===== config.mk =====
export PLATFORM = sky130hd
export DESIGN_NAME = mux_sel_ctrl
export DESIGN_NICKNAME = d
export VERILOG_FILES = /design/src/rtl/mux_sel_pkg.sv /design/src/rtl/mux_sel_timer.sv /design/src/rtl/mux_sel_ctrl.sv
export SDC_FILE = /design/constraint.sdc
export NUM_CORES = 1
export LEC_CHECK = 0
export ABC_AREA = 1
export BUFFER_PORTS_ARGS = -buffer_cell sky130_fd_sc_hd__buf_4
export CORE_MARGIN = 5
export CORE_UTILIZATION = 35
export CTS_CLUSTER_SIZE = 14
export DETAILED_ROUTE_END_ITERATION = 8
export HOLD_SLACK_MARGIN = 0.05
export PLACE_DENSITY = 0.6
export SLEW_MARGIN = 20
export SYNTH_ARGS = -nofsm -noshare
export SYNTH_HDL_FRONTEND = slang
export SYNTH_SLANG_ARGS = --single-unit
export TNS_END_PERCENT = 10

===== constraint.sdc =====
create_clock -name clk -period 1.5 [get_ports clk]
set_input_delay 0.075 -clock clk [delete_from_list [all_inputs] [get_ports clk]]
set_output_delay 0.075 -clock clk [all_outputs]
set_load 0.005 [all_outputs]

===== src/rtl/mux_sel_pkg.sv =====
// Shared types and constants for the mux select controller.
// The state encoding is also used by the testbench-facing debug view.
package mux_sel_pkg;

  // Controller states: IDLE accepts requests; GAP holds out_en low before
  // the select moves; SWAP re-enables the output; DWELL blocks new requests.
  typedef enum logic [1:0] {
    ST_IDLE  = 2'd0,
    ST_GAP   = 2'd1,
    ST_SWAP  = 2'd2,
    ST_DWELL = 2'd3
  } state_e;

  // Default width of sel / req_sel.
  localparam int DEF_SEL_W = 2;

  // Width of the completed-switch counter port.
  localparam int SWITCH_CNT_W = 16;

endpackage : mux_sel_pkg


===== src/rtl/mux_sel_timer.sv =====
// Loadable down-counter shared by the GAP and DWELL phases of
// mux_sel_ctrl. A load takes priority over a decrement; the counter
// holds at zero rather than wrapping.
module mux_sel_timer
  import mux_sel_pkg::*;
#(
  parameter int CNT_W = 8
) (
  input  logic             clk,
  input  logic             rst_n,
  input  logic             load,
  input  logic [CNT_W-1:0] load_val,
  input  logic             dec,
  output logic             zero
);

  logic [CNT_W-1:0] cnt_q;
  logic [CNT_W-1:0] cnt_d;

  // Next count: load wins, otherwise decrement toward zero when enabled.
  always_comb begin
    cnt_d = cnt_q;
    if (load) begin
      cnt_d = load_val;
    end else if (dec && (cnt_q != '0)) begin
      cnt_d = cnt_q - CNT_W'(1);
    end
  end

  // Count register, cleared asynchronously.
  always_ff @(posedge clk or negedge rst_n) begin
    if (!rst_n) begin
      cnt_q <= '0;
    end else begin
      cnt_q <= cnt_d;
    end
  end

  assign zero = (cnt_q == '0);

endmodule : mux_sel_timer


===== src/rtl/mux_sel_ctrl.sv =====
// Break-before-make select controller for a downstream data mux.
// A switch request drops out_en, waits GAP cycles, moves sel, re-enables
// the output for one SWAP cycle transition, then blocks new requests for
// MIN_DWELL cycles. Same-select requests complete immediately with done;
// out-of-range requests complete immediately with err.
// Optional feature macro: MUX_SEL_CTRL_STATS_EN enables the saturating
// switch_cnt counter; when undefined switch_cnt is tied to zero.
module mux_sel_ctrl
  import mux_sel_pkg::*;
#(
  parameter int NUM_IN    = 2,
  parameter int SEL_W     = DEF_SEL_W,
  parameter int GAP       = 2,
  parameter int MIN_DWELL = 4,
  parameter int CNT_W     = 8
) (
  input  logic                    clk,
  input  logic                    rst_n,
  input  logic                    req_valid,
  input  logic [SEL_W-1:0]        req_sel,
  output logic                    req_ready,
  output logic [SEL_W-1:0]        sel,
  output logic                    out_en,
  output logic                    done,
  output logic                    err,
  output logic                    busy,
  output logic [SWITCH_CNT_W-1:0] switch_cnt
);

  // Counter reload values; GAP is at least one so GAP-1 never underflows.
  localparam logic [CNT_W-1:0] GAP_LD   = CNT_W'(GAP - 1);
  localparam logic [CNT_W-1:0] DWELL_LD = (MIN_DWELL > 0) ? CNT_W'(MIN_DWELL - 1) : '0;

  state_e           state_q, state_d;
  logic [SEL_W-1:0] sel_q, sel_d;
  logic [SEL_W-1:0] pend_q, pend_d;
  logic             out_en_q, out_en_d;
  logic             done_q, done_d;
  logic             err_q, err_d;

  logic             tmr_load;
  logic [CNT_W-1:0] tmr_val;
  logic             tmr_dec;
  logic             tmr_zero;

  logic             req_illegal;
  logic             accept;

  // Ready is a pure decode of the state register, so there is no
  // combinational path from req_valid to req_ready.
  assign req_ready   = (state_q == ST_IDLE);
  assign accept      = req_valid && req_ready;
  assign req_illegal = (32'(req_sel) >= NUM_IN);

  mux_sel_timer #(
    .CNT_W(CNT_W)
  ) u_timer (
    .clk     (clk),
    .rst_n   (rst_n),
    .load    (tmr_load),
    .load_val(tmr_val),
    .dec     (tmr_dec),
    .zero    (tmr_zero)
  );

  // Next-state, select and pulse generation for the switch sequence.
  always_comb begin
    state_d  = state_q;
    sel_d    = sel_q;
    pend_d   = pend_q;
    out_en_d = out_en_q;
    done_d   = 1'b0;
    err_d    = 1'b0;
    tmr_load = 1'b0;
    tmr_val  = '0;
    tmr_dec  = 1'b0;

    unique case (state_q)
      ST_IDLE: begin
        if (accept) begin
          if (req_illegal) begin
            // Out-of-range index: reject without touching the mux.
            err_d = 1'b1;
          end else if (req_sel == sel_q) begin
            // Already selected: complete immediately, output stays enabled.
            done_d = 1'b1;
          end else begin
            // Real switch: latch the target and start the break phase.
            pend_d   = req_sel;
            out_en_d = 1'b0;
            state_d  = ST_GAP;
            tmr_load = 1'b1;
            tmr_val  = GAP_LD;
          end
        end
      end

      ST_GAP: begin
        if (tmr_zero) begin
          // Output has been quiet long enough; move the select now.
          sel_d   = pend_q;
          state_d = ST_SWAP;
        end else begin
          tmr_dec = 1'b1;
        end
      end

      ST_SWAP: begin
        // Select has settled for one cycle; re-enable and report completion.
        out_en_d = 1'b1;
        done_d   = 1'b1;
        if (MIN_DWELL > 0) begin
          state_d  = ST_DWELL;
          tmr_load = 1'b1;
          tmr_val  = DWELL_LD;
        end else begin
          state_d = ST_IDLE;
        end
      end

      ST_DWELL: begin
        if (tmr_zero) begin
          state_d = ST_IDLE;
        end else begin
          tmr_dec = 1'b1;
        end
      end

      default: begin
        state_d  = ST_IDLE;
        out_en_d = 1'b1;
      end
    endcase
  end

  // Control and select registers; reset abandons any in-flight switch.
  always_ff @(posedge clk or negedge rst_n) begin
    if (!rst_n) begin
      state_q  <= ST_IDLE;
      sel_q    <= '0;
      pend_q   <= '0;
      out_en_q <= 1'b1;
      done_q   <= 1'b0;
      err_q    <= 1'b0;
    end else begin
      state_q  <= state_d;
      sel_q    <= sel_d;
      pend_q   <= pend_d;
      out_en_q <= out_en_d;
      done_q   <= done_d;
      err_q    <= err_d;
    end
  end

  assign sel    = sel_q;
  assign out_en = out_en_q;
  assign done   = done_q;
  assign err    = err_q;
  assign busy   = (state_q != ST_IDLE);

`ifdef MUX_SEL_CTRL_STATS_EN
  logic [SWITCH_CNT_W-1:0] switch_cnt_q;
  logic [SWITCH_CNT_W-1:0] switch_cnt_d;

  // Count completed switches (the SWAP cycle only), saturating at all-ones.
  always_comb begin
    switch_cnt_d = switch_cnt_q;
    if ((state_q == ST_SWAP) && (switch_cnt_q != '1)) begin
      switch_cnt_d = switch_cnt_q + SWITCH_CNT_W'(1);
    end
  end

  // Switch counter register, cleared only by reset.
  always_ff @(posedge clk or negedge rst_n) begin
    if (!rst_n) begin
      switch_cnt_q <= '0;
    end else begin
      switch_cnt_q <= switch_cnt_d;
    end
  end

  assign switch_cnt = switch_cnt_q;
`else
  assign switch_cnt = '0;
`endif

endmodule : mux_sel_ctrl


---- Yosys cells after proc, flatten, opt, wreduce, memory -nomap -nowiden ----
Index checks and enable logic that the tools add are counted.
operators by class
  equal/unequal tests ..................... 9
  muxes and demuxes ....................... 29
  $lt $le $gt $ge ......................... 1
  reductions and logical operators ........ 13
  add/subtract/negate cells ............... 1
  bitwise operators ....................... 2
operators with widths
  operator             count
  $mux 1               17
  $mux 8               2
  $mux 2               5
  $logic_not 8->1      1
  $ne 2x2->1 const B   4
  $pmux 2 s4           1
  $reduce_and 4->1     2
  $reduce_bool 8->1    1
  $sub 8x1->8 const B  1
  $pmux 1 s2           3
  $reduce_bool 2->1    3
  $reduce_and 5->1     1
  $eq 2x2->1 const B   2
  $pmux 2 s2           1
  $eq 2x1->1 const B   1
  $eq 2x2->1           1
  $ge 2x2->1 const B   1
  $logic_and 1x1->1    2
  $logic_not 2->1      1
  $ne 2x1->1 const B   1
  $not 1->1            2
  $reduce_and 2->1     1
  $reduce_or 2->1      1
storage, ports and cells
  output and inout port bits .............. 23
  logic and storage cells ................. 62
  register bits ........................... 17
  input bits .............................. 5

---- Depth between registers and ports, before layout ----
Gate-level depths: netlist (run 1).
  word-level depth ........................ 6
  depth in mapped cells ................... 9
  depth with buffers taken out ............ 9

---- Cells and area by module ----
A second synthesis (run 1) with hierarchy kept.
second synthesis, totals
  cell total of the unflattened synthesis .. 169
  area, all modules ....................... 1,226.2 µm²
by module, submodules not included
  module         sequential area each (µm²)  times used  area an instance (µm²)  cells each
  mux_sel_ctrl   226.5                       1           629.4                   76
  mux_sel_timer  200.2                       1           596.8                   93

---- Worst setup path after synthesis (run 1) ----
OpenSTA, ideal clock, no wires.
  path kind ............................... register to register
  from .................................... reg state_q[0]
  to ...................................... reg state_q[0]
  path buffers ............................ 0
  stages on the path, launching flop included .. 10
  setup time .............................. 0.117 ns
  clock period less this slack ............ 1.452 ns
  required time ........................... 1.383 ns
  slack ................................... 0.048 ns
  arrival time ............................ 1.335 ns
  path through ............................ dfrtp_1 inv_1 ha_1 nand2_1 nor2_2 nand2_2 nand2_2 nand2_2 nand2_1 nand2_1
on the way
  word-level cells in the longest chain between the ends .. 4
  elaborated cells on any way between the ends .. 12
  those cells by class .................... eq/ne (8); mux (1); reduce/logical (3)
ends and longest elaborated chain
  item                        line                 source
  start: declaration          mux_sel_ctrl.sv:34   state_e state_q, state_d;
  start signal: assignment    mux_sel_ctrl.sv:146  state_q <= state_d;
  $logic_not 2->1 (*)         mux_sel_ctrl.sv:51   assign req_ready = (state_q == ST_IDLE);
  named net req_ready         mux_sel_ctrl.sv:21   output logic req_ready,
  $logic_and 1x1->1           mux_sel_ctrl.sv:52   assign accept = req_valid && req_ready;
  $ne 2x1->1 (no line)        --
  $reduce_and 5->1 (no line)  --
Mark *: on every way through the listed nets, which the timed path passes. The rest lies on a longest branch.
A chain may end at the register's enable or synchronous reset.

---- Worst setup path after layout (run 1) ----
  from .................................... reg state_q[0]
  to ...................................... reg u_timer.cnt_q[5]
on the way
  word-level cells in the longest chain between the ends .. 5
  elaborated cells on any way between the ends .. 12
  those cells by class .................... eq/ne (3); mux (4); reduce/logical (5)
ends and longest elaborated chain
  item                                                         line                                     source
  $logic_not 2->1, or another cell as far along                mux_sel_ctrl.sv:51, mux_sel_ctrl.sv:78
  $logic_and 1x1->1 / $reduce_or 2->1 (equally long branches)  --
  $mux 1, on equally long branches                             --
  $pmux 1 s2 / $logic_and 1x1->1 (equally long branches)       mux_sel_ctrl.sv:78, mux_sel_timer.sv:25
  $mux 8 / $reduce_bool 2->1 (equally long branches)           --
  end signal: assignment                                       mux_sel_timer.sv:35                      cnt_q <= cnt_d;
  end: declaration                                             mux_sel_timer.sv:17                      logic [CNT_W-1:0] cnt_q;
Parallel ways exist; a longest one is shown, timed or not.

==> results of run 1 <==
-- cells in the mapped netlist (3+ instances only) --
cell type  count
buf_4         16
dfrtp_1       16
ha_1           7
inv_1         19
nand2_1       24
nand2_2        5
nand3_1       14
nand4_1        3
nor2_1        12
nor2_2         4
nor2_4         3
o21ai_0        3
-- cell families (layout without fill, tap and decap cells) --
kind of cell	Yosys count	in the layout	synth area share, %
XOR/XNOR	4	4	2.94
buffers and inverters	37	45	17.9
flip-flops	17	17	35.8
AO/OA/AOI/OAI	8	9	5.14
other	1	16	0.314
adder cells (fa/ha/maj)	7	7	7.34
AND/OR/NAND/NOR	71	71	30.5
-- flip-flops by register name (all words and copies together), names as in the netlist --
name           cells
out_en             1
done               1
sel                2
state_q            2
u_timer.cnt_q      8
err                1
pend_q             2
-- path summary, 6_finish.rpt --
check	from	endpoint	slack, ns	cells after the start
worst max register to register	state_q[0]$_DFFE_PN0P_	u_timer.cnt_q[5]$_DFFE_PN0P_	0.11	7
worst min register to register	out_en$_DFFE_PN1P_	out_en$_DFFE_PN1P_	0.49	2
min in group clk	out_en$_DFFE_PN1P_	out_en$_DFFE_PN1P_	0.49	2
worst max-delay path	state_q[0]$_DFFE_PN0P_	u_timer.cnt_q[5]$_DFFE_PN0P_	0.11	7
worst min-delay path	rst_n	u_timer.cnt_q[1]$_DFFE_PN0P_	0.16	2
max in group asynchronous	rst_n	out_en$_DFFE_PN1P_	1.08	2
-- metrics by stage --
stage               setup TNS (ns)  hold WS (ns)
finish                           0         0.162
global route               -0.0185         0.159
floorplan                        0        -0.221
global placement           -0.0680       -0.0481
CTS                              0        0.0611
detailed placement         -0.0939       -0.0402
-- cell type report --
class | count | area share [%]
timing repair buffer | 22 | 13.1
multi-input combinational | 107 | 46.1
tap | 46 | 4.01
sequential | 17 | 29.7
clock buffer | 3 | 1.57
inverter | 19 | 4.97
clock inverter | 1 | 0.523
-- where the power goes --
group	switching (mW)	internal, mW
registers	0.158	0.645
logic	1.06	0.819
clock network	0.167	0.102
-- repair_timing --
action                                  4_1_cts  5_1_grt
gates cloned                                  0        1
endpoints found under the hold margin        19        1
gates resized for setup                       2        9
endpoints found under the setup margin        8       10
hold buffers                                  3        1
buffers inserted                              1        1
pin swaps                                     1        4
-- routing by layer --
layer	up-vias	global-route usage, %	part of all wire [%]
li1	472	-	-
met1	437	13.9	44
met2	14	19.6	51
met3	4	3.61	3.6
met4	0	4.47	1.5
met5	-	0	0
==> results summary, run 1 <==
The die area is 0.00467 mm2. In the routed layout, each cell is associated on average with a via count of 4.31. The final cell count without fillers is 215.

The worst path meets setup with 0.113 ns of slack. The average cell area after synthesis came out at 8.22 um2. The wire length of the first global-routing pass came out at 4030 um. The leakage component of the power is 0.748 nW. The most used flip-flop cell after synthesis is dfrtp_1. The area used by sequential logic in the layout came out at 427 um2.

The mapped netlist covers 0.00119 mm2. The signal on the critical path passes through buf_4, ha_1, nor2_2, inv_1, o21ai_2, nand3_1, nand2_1. The largest individual stage delay along the critical path comes from the cell dfrtp_1.

The number of distinct standard cells referenced by the synthesized netlist is 26. The total number of vias came out at 927. In this design, the largest share of critical-path delay is due to flip-flops.

The ratio of cells with drive above 1 in the final layout came out at 27.8%. The count of nets left with antenna violations once routing finished came out at 0. The post-placement setup slack is -0.0506 ns.

The die is 68.4 um tall. The post-synthesis async set-or-reset flop share is 100%. The data arrival at the endpoint of the critical path is 1.63 ns. The starting density of the core is 36.0%. The most area-hungry cell type in the Yosys netlist is dfrtp_1.

The source-to-sink clock delay at the later pin of the worst-skew pair is 0.31 ns. The area used by multi-input combinational logic is 662 um2. The total core area is 0.00331 mm2. The library cells used most frequently in the layout, excluding fill and tap cells, are nand2_1, inv_1, buf_4, conb_1, dfrtp_1. The kind of capture point of the worst setup path is a flip-flop. Routability-driven placement finished with a final weighted congestion of 0.803.

Of the available clock period, the critical path in the final layout requires 92.5%. The count of flip-flops with a built-in enable after synthesis is 0. The largest net degree at the start of global routing came out at 18.

The path type of the worst min-delay path is input pin to asynchronous set/reset pin. The worst clock skew on the final layout is 0.0110 ns. The initial antenna violation count came out at 0. The overall routing resource usage came out at 11.7%.

The post-DP HPWL came out at 1700 um. Setup violations remaining at the end of the flow were counted as 0. The leading cell type in the layout, fill and taps excluded is nand2_1. The worst-case clock buffer depth is 2.

The count of antenna diodes in the layout is 0. In this run the cell area measured after placement is 0.00128 mm2. CTS saw 17 sinks. The clock slew seen by the registers of the worst setup and hold paths is 0.12 ns. The average wire per cell in the routed design is 11.2 um. The cell row count came out at 21.

The total clock buffers created by CTS is 3. The root buffer cell chosen for the clock tree is clkbuf_4. The count of buffer and inverter cells on the critical path is 2.

The first-pass iteration count of the detailed router is 2. The largest single stage delay on the critical path is 0.41 ns. The routed wire length is 2410 um.

In this run the worst path has a maximum fanout of 5. The achievable frequency is 721 MHz. The kind of critical path is flip-flop to flip-flop. Synthesis handed over a netlist of 145 instances.

Total power for the finished layout comes to 2.95 mW. The flip-flop and latch count after synthesis came out at 17. After detailed placement, the design holds a cell count of 204.

VDD sags by at most 1.08 mV. The DRC violation count after routing is 0. The TritonCTS clock tree is built.

The number of failing hold endpoints at the final stage came out at 0. The growth of design area from synthesis to finish is 20.4%. The total congestion overflow came out at 0. The number of maximum-capacitance constraint violations came out at 0. The via count of the first global-routing pass came to 910. The width of the chip is 68.4 um. The power density relative to cell area came out at 2050 mW/mm2.

In the final design database the tool counted 182 nets. The data required time at the worst endpoint came out at 1.74 ns. The final cell area excluding filler cells is 0.00144 mm2. The fraction of the yosys area taken by sequential cells came out at 35.8%. Setup repair after global routing could not meet its margin everywhere. After filler insertion, the fill cell instance count of the layout stands at 357.

The synthesized design devotes to its leading area cell type 33.6% of total area. Counting I/O delays and the setup requirement, the final critical path takes 1.39 ns. The I/O pin count is 28. After the first detailed-routing iteration, the DRC count stood at 33. The final count of pins violating max slew is 0.

The number of warnings issued by yosys came out at 0. The worst setup path is launched from a flip-flop. CTS built an H-tree with a depth of 1. By area the synthesized netlist is led by dfrtp_1, buf_4, nand2_1, ha_1, inv_1.

The final core utilization is 43.3%. Port buffering added 11 buffers. The run finished with clean final reports.
Power figures use the tool's default switching activity.
==> run 2: changes to the inputs <==
CELL_PAD_IN_SITES_DETAIL_PLACEMENT = 0   (was not set)
CELL_PAD_IN_SITES_GLOBAL_PLACEMENT = 1   (was not set)
PLACE_DENSITY = 0.76   (was 0.6)
==> results summary, run 2 (same netlist as run 1, synthesis figures left out) <==
The worst clock skew on the final layout came out at 0.00425 ns (-0.00673 ns). The final count of pins violating max slew is 0 (unchanged). The cell row count is 21 (unchanged). The total clock buffers created by CTS came out at 3 (unchanged).

The run finished with clean final reports. The setup-violating endpoint count in the final report was 0 (unchanged). The growth of design area from synthesis to finish came out at 19.5%.

The via count of the first global-routing pass came out at 902 (-0.88%). More flip-flops sit in one register than any other, and that register is u_timer.cnt_q. The clock slew seen by the registers of the worst setup and hold paths is 0.11 ns (about the same). The power share of the sequential group came out at 28.3% (+1.0 points).

The area used by sequential logic in the layout is 427 um2 (unchanged). The worst setup path is captured at a flip-flop. The library cell used as clock root buffer is clkbuf_4. The share of power burned in the clock network came out at 8.9% (-0.2 points). STA classifies the critical path startpoint as a flip-flop.

The overall routing resource usage came out at 11.0% (-0.67 points). The maximum fanout along the worst path was 4 (-1). The leakage component of the power was 0.753 nW (+0.64%). The CTS sink count came to 17 (unchanged). The source-to-sink clock delay at the later pin of the worst-skew pair came to 0.29 ns (-0.02 ns). The first-pass iteration count of the detailed router came out at 6 (+4). The area used by multi-input combinational logic is 647 um2 (-2.3%). The worst setup path is of the flip-flop to flip-flop kind. The total core area is 0.00331 mm2 (unchanged). Setup repair after global routing could not meet its margin everywhere. The final estimated routing congestion in global placement came out at 0.725 (-9.8%). In the layout the commonest cells are nand2_1, buf_4, inv_1, conb_1, dfrtp_1. TritonCTS built the clock tree. The total instance count after detailed placement came out at 203 (-0.49%). The number of H-tree branching levels is 1 (unchanged). The number of maximum-capacitance constraint violations came to 0 (unchanged). The final clock period utilization by the worst path came to 95.1% (+2.6 points).

The initial antenna violation count is 0 (unchanged). The average wire per cell in the routed design is 10.7 um (-4.3%). The wire length of the first global-routing pass came out at 3900 um (-3.3%). The starting density of the core is 36.0% (unchanged).

The count of routing violations after the opening detailed-route iteration is 31 (-6.1%). The number of filler cells placed in the layout is 349 (-2.2%). The post-placement setup slack came out at -0.0884 ns (-0.0378 ns). The worst-case clock buffer depth is 2 (unchanged). The worst path setup slack after routing is 0.0729 ns (-0.0397 ns). The largest net degree at the start of global routing is 18 (unchanged). The number of failing hold endpoints at the final stage is 0 (unchanged). The DRC violation count after routing came out at 0 (unchanged). The power share of the combinational group is 62.9% (-0.7 points). The count of antenna diodes in the layout is 0 (unchanged). The switching power came to 1.34 mW (-2.7%). The number of flip-flops under the largest register name is 8 (unchanged). The number of nets with antenna violations after routing came out at 0 (unchanged).

The cell-internal power is 1.52 mW (-2.6%). The post-DP HPWL was 1710 um (+0.75%). The die area was 0.00467 mm2 (unchanged).

The I/O pin count came out at 28 (unchanged). The total congestion overflow came out at 0 (unchanged). The net count reported at finish is 183 (+0.55%). The maximum VDD drop is 0.849 mV (-21%). The power density relative to cell area is 2010 mW/mm2 (-2.0%). The ratio of cells with drive above 1 in the final layout is 28.2% (+0.42 points). The achievable frequency is 701 MHz (-2.8%).

The vias per cell is 4.27 (-1.0%). The total negative setup slack is 0 ns (unchanged). The width of the chip was 68.4 um (unchanged). The fraction of power spent switching nets was 46.8% (about the same). The minimum period implied by the final worst setup slack is 1.43 ns (+0.0397 ns).

The vertical die dimension was 68.4 um (unchanged). The data arrival at the endpoint of the critical path came out at 1.62 ns (about the same). The library cell used most frequently in the layout, excluding fill and tap cells, is nand2_1. The path class of the tightest hold or removal check is input pin to asynchronous set/reset pin.

The total number of vias is 922 (-0.54%). The number of input and output port buffers inserted came to 11 (unchanged). The final cell count without fillers came out at 216 (+0.47%). The routed wire length is 2310 um (-3.9%).

The data required time at the worst endpoint came out at 1.70 ns (-0.04 ns).
[run 2: cell count changes in the layout (fill, tap and decap cells not counted), sizes merged]
| cell | change |
|---|---|
| clkinvlp | -1 |
| clkinv | +1 |
| buf | +1 |
[run 2: what timing repair did]
item	CTS	global route
setup buffers	2	2
pin swaps	2	2
hold buffers	4	0
gates resized for setup	6	3
setup endpoints to repair	10	12
cloned	0	1
hold endpoints to repair	19	0
[run 2: path summary, 6_finish.rpt]
check                                  startpoint                      endpoint  slack (ns)  cells past startpoint
max                        state_q[0]$_DFFE_PN0P_        state_q[0]$_DFFE_PN0P_        0.07                      6
min                                         rst_n  u_timer.cnt_q[1]$_DFFE_PN0P_        0.17                      2
max reg2reg                state_q[0]$_DFFE_PN0P_        state_q[0]$_DFFE_PN0P_        0.07                      6
min reg2reg                    out_en$_DFFE_PN1P_            out_en$_DFFE_PN1P_        0.48                      2
max in group asynchronous                   rst_n            out_en$_DFFE_PN1P_        1.08                      2
min in group clk               out_en$_DFFE_PN1P_            out_en$_DFFE_PN1P_        0.48                      2
[run 2: area by class of cell]
cell class | count | area share (%)
tap | 46 | 4.04
multi-input combinational | 107 | 45.4
inverter | 19 | 5.00
clock inverter | 1 | 0.351
sequential | 17 | 29.9
clock buffer | 3 | 1.58
timing repair buffer | 23 | 13.7
[run 2: layer usage]
metal / GRT usage [%] / vias to the layer above / share of wire, %
met5: 0 / - / 0
met4: 2.23 / 0 / 0.74
met3: 3.61 / 2 / 5.1
met2: 19.9 / 17 / 54
met1: 12.6 / 428 / 40
li1: - / 475 / -
[run 2: power groups by stage]
stage	clock network [mW]	registers, mW	logic, mW
after CTS	0.262	0.811	1.70
final	0.254	0.811	1.80
after floorplan	0	0.799	1.21
after detailed placement	0	0.817	1.55
after global routing	0.292	0.841	2.02
after global placement	0	0.810	1.51
[run 2: per-stage QoR]
stage	power [mW]	area [um2]	hold WS, ns	utilization, %
after floorplan	2.01	1250	-0.221	-
after global placement	2.32	1280	-0.0423	38.5
after detailed placement	2.37	1280	-0.0455	38.5
after CTS	2.77	1390	0.177	42.0
after global routing	3.15	1430	0.180	43.0
final	2.87	1430	0.172	43.0
[run 2: critical path: stages (launching register included)]
cell and delay (ns):
dfrtp_1 0.43, inv_2 0.07, buf_4 0.13, ha_1 0.25, or2_2 0.31, nand3_1 0.09
nand2_1 0.05
==> run 3: changes to the inputs <==
ABC_AREA = not set   (was 1)
PLACE_DENSITY = 0.75   (was 0.76)
==> results summary, run 3 <==
The final count of pins violating max slew is 0 (unchanged). The die area came out at 0.00408 mm2 (-13%). The total clock buffers created by CTS came out at 3 (unchanged). The final estimated routing congestion in global placement is 0.781 (+7.7%).

The cell row count came out at 19 (-9.5%). The multiplexer share of the synthesized area came out at 7.75% (+7.7 points). The number of flip-flops under the largest register name was 8 (unchanged).

The number of nets with antenna violations after routing is 0 (unchanged). The I/O pin count is 28 (unchanged). The leakage component of the power is 0.717 nW (-4.7%).

The ratio of cells with drive above 1 in the final layout is 42.3% (+14 points). The final clock period utilization by the worst path was 119% (+24 points). The worst path setup slack after routing is -0.286 ns (-0.358 ns). The net count reported at finish was 155 (-15%). The count of buffer and inverter cells on the critical path came to 1 (-1). The vias per cell is 4.47 (+4.7%).

In the synthesized netlist the dominant register cell turns out to be dfrtp_1. The number of input and output port buffers inserted came out at 11 (unchanged). After synthesis, the largest family of logic cells by area is buffers and inverters. The CTS sink count was 17 (unchanged). In the post-synthesis netlist, the biggest area contributors are dfrtp_1, buf_4, ha_1, mux2_2, mux2i_1. The largest individual stage delay along the critical path comes from the cell dfrtp_1. The source-to-sink clock delay at the later pin of the worst-skew pair is 0.29 ns (about the same). The average wire per cell in the routed design came out at 11.5 um (+7.8%).

The total congestion overflow came out at 0 (unchanged). In the layout the commonest cells are buf_4, conb_1, dfrtp_1, ha_1, nor2_1. The area used by sequential logic in the layout came to 427 um2 (unchanged). The adder and majority gate portion of the synthesized area is 8.61% (+1.3 points). Setup repair after global routing could not meet its margin everywhere. The width of the chip is 63.9 um (-6.5%). The area used by multi-input combinational logic was 543 um2 (-16%). The final core utilization came to 50.0% (+7.0 points). The leading cell type in the layout, fill and taps excluded is buf_4. The total core area is 0.00278 mm2 (-16%). The number of warnings issued by yosys was 0 (unchanged). The maximum fanout along the worst path is 4 (unchanged).

The worst setup path is of the flip-flop to flip-flop kind. The growth of design area from synthesis to finish is 36.8%. The number of failing hold endpoints at the final stage came out at 0 (unchanged). The number of filler cells placed in the layout is 266 (-24%). The TritonCTS clock tree is built. The worst setup slack for register-to-register paths came out at -0.29 ns (-0.36 ns). The total negative setup slack came to -2.44 ns (-2.44 ns). The simple-gate share of the synthesized area came to 12.7% (-18 points).

The worst-case clock buffer depth came to 2 (unchanged). The worst setup path is launched from a flip-flop. The run finished, with violations left. The post-placement setup slack is -0.334 ns (-0.246 ns). The delay of the slowest cell on the worst path was 0.40 ns (-0.03 ns). The path type of the worst min-delay path is input pin to asynchronous set/reset pin. The post-synthesis async set-or-reset flop share came out at 100% (unchanged). The total instance count after detailed placement came out at 161 (-21%). The minimum period implied by the final worst setup slack is 1.79 ns (+0.358 ns). The library cell used as clock root buffer is clkbuf_4.

The checks that failed: negative setup slack. The xor and xnor area share after synthesis came to 3.44% (+0.51 points). The first-pass iteration count of the detailed router came to 4 (-2). The worst clock skew on the final layout came out at 0.00994 ns (+0.00569 ns). The largest net degree at the start of global routing came to 18 (unchanged). The number of H-tree branching levels is 1 (unchanged). The achievable frequency came out at 560 MHz (-20%).

The area share of the leading cell type in the synthesized netlist came to 39.4% (+5.8 points). The area fraction in compound gates after synthesis came out at 11.1% (+5.9 points). The maximum VDD drop is 0.412 mV (-52%). The routed wire length came out at 2000 um (-14%). The count of flip-flops with a built-in enable after synthesis came to 0 (unchanged).

The count of antenna diodes in the layout is 0 (unchanged). The data required time at the worst endpoint came out at 1.67 ns (-0.03 ns). The average cell area after synthesis came out at 10.5 um2 (+28%). The count of routing violations after the opening detailed-route iteration came out at 22 (-29%).

In the synthesized netlist, the cells that appear most often are buf_4, dfrtp_1, ha_1. The setup-violating endpoint count in the final report came out at 12 (+12). The starting density of the core is 36.6% (+0.56 points). The wire length of the first global-routing pass is 3360 um (-14%). The top cell family by delay on the critical path is flip-flops.

The via count of the first global-routing pass was 789 (-13%). The clock slew seen by the registers of the worst setup and hold paths is 0.10 ns (about the same). STA classifies the critical path endpoint as a flip-flop. The overall routing resource usage came out at 10.0% (-1.0 points). The total number of vias came out at 773 (-16%). The fraction of the yosys area taken by sequential cells came out at 41.9% (+6.2 points). The data arrival at the endpoint of the critical path came to 1.95 ns (+0.33 ns).

The flip-flop and latch count after synthesis came out at 17 (unchanged). The vertical die dimension came out at 63.9 um (-6.5%). The initial antenna violation count is 0 (unchanged). The post-DP HPWL is 1510 um (-12%). The number of distinct standard cells referenced by the synthesized netlist came out at 30 (+15%).

The most area-hungry cell type in the Yosys netlist is dfrtp_1. The final cell count without fillers came out at 173 (-20%). The post-synth design cell area is 0.00102 mm2 (-15%).

The power density relative to cell area is 533 mW/mm2 (-74%). The number of maximum-capacitance constraint violations is 0 (unchanged). More flip-flops sit in one register than any other, and that register is u_timer.cnt_q. The critical path goes through inv_2, ha_1, or3b_4, o21a_4, a21o_1, mux2_4. The instance count of the mapped netlist is 97 (-33%).

The DRC violation count after routing came to 0 (unchanged).
## run 3: cell type report
cell class / instances / area share (%)
multi-input cells: 73 / 39.0
clock buffers: 3 / 1.62
inverters: 5 / 1.35
well taps: 31 / 2.79
repair buffers: 43 / 24.2
flip-flops and latches: 17 / 30.7
clock inverters: 1 / 0.360
## run 3: per-stage QoR
| stage | cell area [um2] | total power, mW | hold WS, ns |
|---|---|---|---|
| 6_report | 1390 | 0.741 | 0.179 |
| 5_1_grt | 1390 | 0.788 | 0.186 |
| 4_1_cts | 1360 | 0.756 | 0.178 |
| 3_5_place_dp | 1250 | 0.501 | -0.0432 |
| 3_3_place_gp | 1250 | 0.501 | -0.0477 |
| 2_1_floorplan | 1080 | 0.511 | -0.221 |
## run 3: logic make-up (layout without fill, tap and decap cells)
kind of cell             after synthesis  count (layout)
AO/OA/AOI/OAI                         17              17
XOR/XNOR                               4               4
adder cells (fa/ha/maj)                7               7
buffers and inverters                 22              52
flip-flops                            17              17
multiplexers                           7               7
other                                  1              16
AND/OR/NAND/NOR                       22              22
## run 3: path summary, 6_finish.rpt
check	from	endpoint	depth (start not counted)
max in group asynchronous	rst_n	out_en$_DFFE_PN1P_	2
worst max-delay path	u_timer.cnt_q[0]$_DFFE_PN0P_	state_q[1]$_DFFE_PN0P_	6
worst min-delay path	rst_n	u_timer.cnt_q[6]$_DFFE_PN0P_	2
worst max register to register	u_timer.cnt_q[0]$_DFFE_PN0P_	state_q[1]$_DFFE_PN0P_	6
min in group clk	req_sel[0]	done$_DFF_PN0_	4
worst min register to register	pend_q[1]$_DFFE_PN0P_	pend_q[1]$_DFFE_PN0P_	1
## run 3: layer usage
metal / routed length, um / up-vias / global-route usage, % / part of all wire (%)
met2: 966 / 18 / 17.0 / 48
met1: 909 / 363 / 12.5 / 46
met5: 0 / - / 0 / 0
met4: 10 / 0 / 2.34 / 0.50
met3: 110 / 2 / 2.98 / 5.5
li1: - / 390 / - / -
## run 3: timing repair
| action | CTS | global route |
|---|---|---|
| endpoints found under the setup margin | 13 | 15 |
| buffers inserted | 2 | 2 |
| hold buffers | 4 | 0 |
| pin swaps | 6 | 4 |
| endpoints found under the hold margin | 19 | 0 |
| resized for setup | 8 | 5 |
## run 3: worst register-to-register path: cells and delay by family, from the launching register on
kind            cells  cell delay, ns
flops               1            0.40
simple gates        1            0.39
compound gates      2            0.38
mux                 1            0.30
fa+ha+maj           1            0.13
buf+inv             1            0.06
## run 3: power breakdown
part / total (mW) / switching, mW / internal (mW)
Combinational: 0.0436 / 0.0262 / 0.0174
Clock: 0.240 / 0.141 / 0.0989
Sequential: 0.458 / 0 / 0.458
Total: 0.741 / 0.167 / 0.574
